## src/rtl/mant_align_norm.sv

```systemverilog
// Significand datapath of the small-float adder: align, add/subtract, normalise.
// Three registered stages with valid/ready flow control; the normalisation amount
// and direction go to the downstream exponent-adjust stage.
module mant_align_norm #(
    parameter int unsigned MW = 5
) (
    input  logic          clk,
    input  logic          rst,
    input  logic          in_valid,
    output logic          in_ready,
    input  logic          sign_a,
    input  logic          sign_b,
    input  logic [2:0]    exp_a,
    input  logic [2:0]    exp_b,
    input  logic [MW-1:0] mant_a,
    input  logic [MW-1:0] mant_b,
    output logic          out_valid,
    input  logic          out_ready,
    output logic [2:0]    out_exp_a,
    output logic [2:0]    out_exp_b,
    output logic          sign_res,
    output logic [MW-1:0] mant_res,
    output logic [2:0]    exp_diff_norm,
    output logic [1:0]    exp_diff_sign,
    output logic          zero_res
);

    // EW: significand plus guard bit; SW: EW plus carry bit.
    localparam int unsigned EW = MW + 1;
    localparam int unsigned SW = MW + 2;

    // Stage 1 registers (aligned operands)
    logic          s1_valid_q, s1_valid_d;
    logic          s1_sign_big_q, s1_sign_big_d;
    logic          s1_sign_small_q, s1_sign_small_d;
    logic [EW-1:0] s1_big_q, s1_big_d;
    logic [EW-1:0] s1_small_q, s1_small_d;
    logic [2:0]    s1_exp_a_q, s1_exp_a_d;
    logic [2:0]    s1_exp_b_q, s1_exp_b_d;

    // Stage 2 registers (raw sum/difference magnitude)
    logic          s2_valid_q, s2_valid_d;
    logic          s2_sign_q, s2_sign_d;
    logic [SW-1:0] s2_sum_q, s2_sum_d;
    logic [2:0]    s2_exp_a_q, s2_exp_a_d;
    logic [2:0]    s2_exp_b_q, s2_exp_b_d;

    // Stage 3 registers (normalised result, drive the outputs directly)
    logic          s3_valid_q, s3_valid_d;
    logic          s3_sign_q, s3_sign_d;
    logic [MW-1:0] s3_mant_q, s3_mant_d;
    logic [2:0]    s3_norm_q, s3_norm_d;
    logic [1:0]    s3_dsign_q, s3_dsign_d;
    logic          s3_zero_q, s3_zero_d;
    logic [2:0]    s3_exp_a_q, s3_exp_a_d;
    logic [2:0]    s3_exp_b_q, s3_exp_b_d;

    logic ld1, ld2, ld3;

    // Stage load enables: a stage loads when empty or when its successor takes its content.
    always_comb begin
        ld3      = !s3_valid_q || out_ready;
        ld2      = !s2_valid_q || ld3;
        ld1      = !s1_valid_q || ld2;
        in_ready = ld1;
    end

    logic [3:0]    diff;
    logic [3:0]    shamt;
    logic          b_larger;
    logic [EW-1:0] small_ext;

    // Stage 1: pick the larger-exponent operand and right-align the other by |diff|.
    always_comb begin
        diff            = {1'b0, exp_a} - {1'b0, exp_b};
        b_larger        = diff[3];
        shamt           = b_larger ? (4'd0 - diff) : diff;
        small_ext       = b_larger ? {mant_a, 1'b0} : {mant_b, 1'b0};
        s1_valid_d      = ld1 ? in_valid : s1_valid_q;
        s1_sign_big_d   = s1_sign_big_q;
        s1_sign_small_d = s1_sign_small_q;
        s1_big_d        = s1_big_q;
        s1_small_d      = s1_small_q;
        s1_exp_a_d      = s1_exp_a_q;
        s1_exp_b_d      = s1_exp_b_q;
        if (ld1 && in_valid) begin
            s1_sign_big_d   = b_larger ? sign_b : sign_a;
            s1_sign_small_d = b_larger ? sign_a : sign_b;
            s1_big_d        = b_larger ? {mant_b, 1'b0} : {mant_a, 1'b0};
            s1_small_d      = (shamt >= 4'(EW)) ? '0 : (small_ext >> shamt);
            s1_exp_a_d      = exp_a;
            s1_exp_b_d      = exp_b;
        end
    end

    logic [SW-1:0] raw;

    // Stage 2: add on equal signs, otherwise subtract and fold a negative result back to magnitude.
    always_comb begin
        raw        = {1'b0, s1_big_q} - {1'b0, s1_small_q};
        s2_valid_d = ld2 ? s1_valid_q : s2_valid_q;
        s2_sign_d  = s2_sign_q;
        s2_sum_d   = s2_sum_q;
        s2_exp_a_d = s2_exp_a_q;
        s2_exp_b_d = s2_exp_b_q;
        if (ld2 && s1_valid_q) begin
            s2_exp_a_d = s1_exp_a_q;
            s2_exp_b_d = s1_exp_b_q;
            if (s1_sign_big_q == s1_sign_small_q) begin
                s2_sum_d  = {1'b0, s1_big_q} + {1'b0, s1_small_q};
                s2_sign_d = s1_sign_big_q;
            end else if (raw[SW-1]) begin
                // Only reachable with equal exponents and SMALL > BIG.
                s2_sum_d  = '0 - raw;
                s2_sign_d = s1_sign_small_q;
            end else begin
                s2_sum_d  = raw;
                s2_sign_d = s1_sign_big_q;
            end
        end
    end

    logic [3:0] lzc;
    logic       found;

    // Stage 3: count leading zeros above the guard bit and normalise (truncating).
    always_comb begin
        lzc   = 4'd0;
        found = 1'b0;
        for (int i = MW; i >= 1; i--) begin
            if (!found) begin
                if (s2_sum_q[i]) begin
                    found = 1'b1;
                end else begin
                    lzc = lzc + 4'd1;
                end
            end
        end
        s3_valid_d = ld3 ? s2_valid_q : s3_valid_q;
        s3_sign_d  = s3_sign_q;
        s3_mant_d  = s3_mant_q;
        s3_norm_d  = s3_norm_q;
        s3_dsign_d = s3_dsign_q;
        s3_zero_d  = s3_zero_q;
        s3_exp_a_d = s3_exp_a_q;
        s3_exp_b_d = s3_exp_b_q;
        if (ld3 && s2_valid_q) begin
            s3_exp_a_d = s2_exp_a_q;
            s3_exp_b_d = s2_exp_b_q;
            s3_zero_d  = 1'b0;
            s3_sign_d  = s2_sign_q;
            if (s2_sum_q == '0) begin
                s3_mant_d  = '0;
                s3_norm_d  = 3'd0;
                s3_dsign_d = 2'b00;
                s3_zero_d  = 1'b1;
                s3_sign_d  = 1'b0;
            end else if (s2_sum_q[SW-1]) begin
                s3_mant_d  = s2_sum_q[SW-1:2];
                s3_norm_d  = 3'd1;
                s3_dsign_d = 2'b01;
            end else if (lzc == 4'd0) begin
                s3_mant_d  = s2_sum_q[MW:1];
                s3_norm_d  = 3'd0;
                s3_dsign_d = 2'b00;
            end else begin
                // Guard bit enters the significand first, zeros follow.
                s3_mant_d  = MW'((s2_sum_q[MW:0] << lzc) >> 1);
                s3_norm_d  = lzc[2:0];
                s3_dsign_d = 2'b11;
            end
        end
    end

    // Pipeline state registers; reset flushes every stage at once.
    always_ff @(posedge clk or posedge rst) begin
        if (rst) begin
            s1_valid_q      <= 1'b0;
            s1_sign_big_q   <= 1'b0;
            s1_sign_small_q <= 1'b0;
            s1_big_q        <= '0;
            s1_small_q      <= '0;
            s1_exp_a_q      <= 3'd0;
            s1_exp_b_q      <= 3'd0;
            s2_valid_q      <= 1'b0;
            s2_sign_q       <= 1'b0;
            s2_sum_q        <= '0;
            s2_exp_a_q      <= 3'd0;
            s2_exp_b_q      <= 3'd0;
            s3_valid_q      <= 1'b0;
            s3_sign_q       <= 1'b0;
            s3_mant_q       <= '0;
            s3_norm_q       <= 3'd0;
            s3_dsign_q      <= 2'b00;
            s3_zero_q       <= 1'b0;
            s3_exp_a_q      <= 3'd0;
            s3_exp_b_q      <= 3'd0;
        end else begin
            s1_valid_q      <= s1_valid_d;
            s1_sign_big_q   <= s1_sign_big_d;
            s1_sign_small_q <= s1_sign_small_d;
            s1_big_q        <= s1_big_d;
            s1_small_q      <= s1_small_d;
            s1_exp_a_q      <= s1_exp_a_d;
            s1_exp_b_q      <= s1_exp_b_d;
            s2_valid_q      <= s2_valid_d;
            s2_sign_q       <= s2_sign_d;
            s2_sum_q        <= s2_sum_d;
            s2_exp_a_q      <= s2_exp_a_d;
            s2_exp_b_q      <= s2_exp_b_d;
            s3_valid_q      <= s3_valid_d;
            s3_sign_q       <= s3_sign_d;
            s3_mant_q       <= s3_mant_d;
            s3_norm_q       <= s3_norm_d;
            s3_dsign_q      <= s3_dsign_d;
            s3_zero_q       <= s3_zero_d;
            s3_exp_a_q      <= s3_exp_a_d;
            s3_exp_b_q      <= s3_exp_b_d;
        end
    end

    // Outputs come straight from stage 3 so they hold while stalled.
    always_comb begin
        out_valid     = s3_valid_q;
        out_exp_a     = s3_exp_a_q;
        out_exp_b     = s3_exp_b_q;
        sign_res      = s3_sign_q;
        mant_res      = s3_mant_q;
        exp_diff_norm = s3_norm_q;
        exp_diff_sign = s3_dsign_q;
        zero_res      = s3_zero_q;
    end

endmodule

```

## config.mk

```make
export PLATFORM = sky130hd
export DESIGN_NAME = mant_align_norm
export DESIGN_NICKNAME = d
export VERILOG_FILES = /design/src/rtl/mant_align_norm.sv
export SDC_FILE = /design/constraint.sdc
export NUM_CORES = 1
export LEC_CHECK = 0
export BUFFER_PORTS_ARGS = -buffer_cell sky130_fd_sc_hd__buf_4
export CORE_MARGIN = 4
export CORE_UTILIZATION = 46
export CTS_BUF_LIST = sky130_fd_sc_hd__clkbuf_8 sky130_fd_sc_hd__clkbuf_16
export CTS_CLUSTER_DIAMETER = 40
export CTS_CLUSTER_SIZE = 20
export DETAILED_ROUTE_END_ITERATION = 7
export GPL_TIMING_DRIVEN = 1
export PLACE_DENSITY = 0.7
export SLEW_MARGIN = 20
export SYNTH_ARGS = -nofsm -noshare
export SYNTH_HDL_FRONTEND = slang
export SYNTH_SLANG_ARGS = --single-unit
```

## constraint.sdc

```tcl
create_clock -name clk -period 3.6 [get_ports clk]
set_input_delay 0.72 -clock clk [delete_from_list [all_inputs] [get_ports clk]]
set_output_delay 0.72 -clock clk [all_outputs]
set_load 0.05 [all_outputs]
```

==> key figures <==
Setup path
  • Delay of the slowest cell on the worst path: between 0.5 and 0.6 ns
  • R2R Setup Slk: between 0.1 and 0.15 ns
  • Worst setup path category: reg2reg
  • Critical Path Source Type: register
  • Reg2reg start: s2_sum_q[4]
  • Cells on worst reg2reg path: 14
  • Slowest CP cell: or4b_4
  • Critical Path AT: 3.69 ns
  • Critical path, cell by cell: inv_1 > nor2_4 > ha_1 > o21a_1 > ha_1 > mux2i_1 > a21boi_1 > ha_1 > nor2b_4 > xnor2_2 > o211ai_2 > nand2_4 > or4b_4 > o31ai_2
  • Max FO, Critical Path: 6
  • Crit Reg-Reg Endpoint: mant_res[0]
  • Worst Path Buf+Inv: 1
  • Most used cell, CP: ha_1
  • CP top delay family: simple AND/OR/NAND/NOR gates
  • CP required: 3.83 ns
  • Crit end category: register

Floorplanning
  • # IOs: 42
  • Num rows: 32
  • Die area: around 9400 um2
  • Starting Density: 47.10%
  • Die X: between 90 and 100 um
  • Die height: between 90 and 100 um
  • Core Area: a little under 8000 um2

Synthesis
  • Syn Std Cell Area: around 3600 um2
  • Largest family of logic cells by synthesized area: simple AND/OR/NAND/NOR gates
  • Synth cell types: 67
  • Multiplexer share of the synthesized area: between 8 and 9%
  • Asr flop ratio synth: 100.0%
  • Number of flops mapped to enable cells by yosys: 0
  • Yosys reg bits: 54
  • YS warnings: 0
  • XOR/XNOR share of the synthesized area: 2.647%
  • Post-Synth Simple-Gate Area: 20.04%
  • Leading area contributor after synthesis: dfrtp_1
  • Seq/Total Area, Yosys: a little under two fifths
  • Ys flop type: dfrtp_1
  • Mapped Cells: slightly above 400
  • Main area contributors after synthesis: dfrtp_1 37%, nand2_1 7.5%, ha_1 6.2%
  • Avg Cell Area, Syn: ~9.0 um2
  • Mapped Nets: 446
  • Post-synth top area share: about 37%
  • Post-synthesis compound-gate area fraction: between 10% and 20%
  • Adder-cell area share of the yosys netlist: under 10%

Global route
  • GR Util All Layers: between 10% and 20%
  • Remaining Overflow, GRT: 0
  • Number of global-route vias before repair: between 3000 and 4000
  • Largest net degree at the start of global routing: 55
  • First-pass GRT wire length: ~14 mm
  • Initial antenna violation count: 0

STA
  • Final min period: 3.457 ns
  • Layout Skew: approximately 0.0068 ns
  • Final Cycle Share: a little over nine tenths
  • Slew Limit Fails: 0
  • Hold WS: around 0.48 ns
  • Setup ws final: around 0.14 ns
  • Setup TNS: 0 ns
  • Maximum clock frequency: between 200 and 300 MHz
  • Final Hold Violating Endpoints: 0
  • Rel. slew slack: a little under two fifths
  • Final setup fails: 0
  • Slew @ Worst Pin: ~0.94 ns

Clocking
  • # hold bufs at CTS: 0
  • H-Tree Depth: 2
  • CTS buffer count: 5
  • Clk sinks: 54
  • Root Buffer: clkbuf_8
  • Clk slew on worst S/H paths: about 0.11 ns
  • Skew-Pair Late Insertion Delay: between 0.3 and 0.4 ns
  • Clk buf depth: 2
  • CTS tree: done

Power
  • Cell area power density: between 700 and 800 nW/um2
  • Leakage power: about 1.9 nW
  • Maximum VDD drop: ~0.27 mV
  • Total power: 3.210 mW

Job
  • Max-cap violations: 0

Placement
  • Area of placed instances: a little over 4000 um2
  • Place WS: a little under 0.09 ns
  • IO Port Bufs: slightly above 40
  • GPL Wtd Cong: ~0.9
  • Placed cell count: about 530
  • DP HPWL: about 6 mm

Cells and area
  • Final core utilization: between 50 and 60%
  • Register area: between 1000 and 1500 um2
  • FILL cells: around 720
  • Post-route cell area: ~4200 um2
  • Final net count: a little under 500
  • Area grow syn2layout: 14.61%
  • Layout cells sized above 1: around 20%
  • Multi-input logic area: approximately 2100 um2
  • Ant diodes: 0
  • Number of non-filler instances in the completed layout: 543

Drt
  • Vias/cell: ~5.6
  • Wirelength per Cell: ~15 um
  • Vias: 3027
  • DRT Pass-1 Iters: 4
  • Post-DRT Antenna Nets: 0
  • WL final: 7.981 mm
  • Initial DRC count: between 150 and 200
  • # DRC: 0

Worst hold path
  • Hold Path End: s2_exp_b_q[0]
  • Hold Path Class: reg2reg
  • Hold Path Cell Cnt: 2
  • HP Start: s1_exp_b_q[0]

Run status
  • Outcome: finished clean
-- placed cells by master, fill, tap and decap left out, types with 4 or more instances in the layout --
cell type / n
a31oi_1: 6
nand2b_1: 7
and3_1: 5
nor2_1: 17
xnor2_1: 7
clkbuf_8: 5
inv_1: 24
mux2_2: 8
o31ai_1: 5
ha_1: 18
dfrtp_1: 54
nand3_1: 6
nand2_1: 73
mux2i_1: 13
o21ai_0: 27
o211ai_1: 6
a21oi_1: 20
buf_4: 48
a22o_1: 4
nor3_1: 8
mux4_2: 4
-- sequential cells by signal, indices dropped and copies added, names as in the netlist --
name	count
s2_sum_q	7
s1_small_q	6
mant_res	5
s1_big_q	5
exp_diff_norm	3
out_exp_a	3
out_exp_b	3
s1_exp_a_q	3
s1_exp_b_q	3
s2_exp_a_q	3
s2_exp_b_q	3
exp_diff_sign	2
out_valid	1
s1_sign_big_q	1
s1_sign_small_q	1
s1_valid_q	1
s2_sign_q	1
s2_valid_q	1
sign_res	1
zero_res	1
-- how the worst max path moves through the flow --
stage	start	end	slack [ns]	depth (start not counted)
2_1_floorplan	s2_sum_q[5]	mant_res[0]	0.27	14
4_1_cts	s2_sum_q[4]	mant_res[0]	0.02	14
5_1_grt	s2_sum_q[4]	mant_res[0]	-0.02	14
6_report	s2_sum_q[4]	mant_res[0]	0.14	14
3_5_place_dp	s2_sum_q[4]	mant_res[0]	0.09	13
3_3_place_gp	s2_sum_q[4]	mant_res[0]	0.18	14
-- kinds of logic after synthesis --
logic type,Yosys count
DFF,54
buffers and inverters,43
muxes,25
AOI/OAI and AO/OA,103
adders and majority gates,21
xor gates and xnor gates,11
and+or+nand+nor,146
-- report_power, final --
group,leakage (nW),switching (mW),internal [mW]
Clock,0.0563,0.217,0.212
Combinational,1.21,1.08,0.742
Sequential,0.667,0.189,0.775
Total,1.93,1.48,1.73
-- tightest hold or removal path: stages (launching register included) --
cell	delay [ns]
dfrtp_1	0.36
nand2_1	0.05
nand2_1	0.05
-- cell type report --
cell class | count | share of cell area [%]
clock buffers | 5 | 1.650
multi-input cells | 306 | 50.81
inverters | 25 | 2.280
flip-flops and latches | 54 | 32.39
clock inverters | 3 | 1.170
repair buffers | 48 | 8.638
well taps | 102 | 3.059
-- per-layer routing --
layer / share of wire, % / routed length [um] / track usage, % / vias up
met2: 49 / 3889 / 29.30 / 66
li1: - / - / - / 1499
met4: 0.80 / 64 / 3.996 / 0
met1: 47 / 3722 / 23.46 / 1452
met3: 3.8 / 304 / 2.956 / 10
met5: 0 / 0 / 0 / -
-- Yosys cell counts (all sizes together) (3+ instances only) --
| master | n |
|---|---|
| a21boi | 4 |
| a21o | 3 |
| a21oi | 21 |
| a22o | 4 |
| a31oi | 6 |
| and2 | 3 |
| and3 | 5 |
| buf | 8 |
| clkbuf | 10 |
| dfrtp | 54 |
| fa | 3 |
| ha | 18 |
| inv | 25 |
| mux2 | 8 |
| mux2i | 13 |
| mux4 | 4 |
| nand2 | 74 |
| nand2b | 7 |
| nand3 | 6 |
| nand3b | 3 |
| nor2 | 19 |
| nor2b | 5 |
| nor3 | 8 |
| o211ai | 7 |
| o21a | 3 |
| o21ai | 31 |
| o31ai | 6 |
| or4 | 3 |
| xnor2 | 8 |
| xor2 | 3 |
-- repair_timing --
item                       4_1_cts  5_1_grt
setup endpoints to repair        0        4
buffers inserted                 0        1
gates resized for setup          0        5
(Power assumes the default switching activity.)
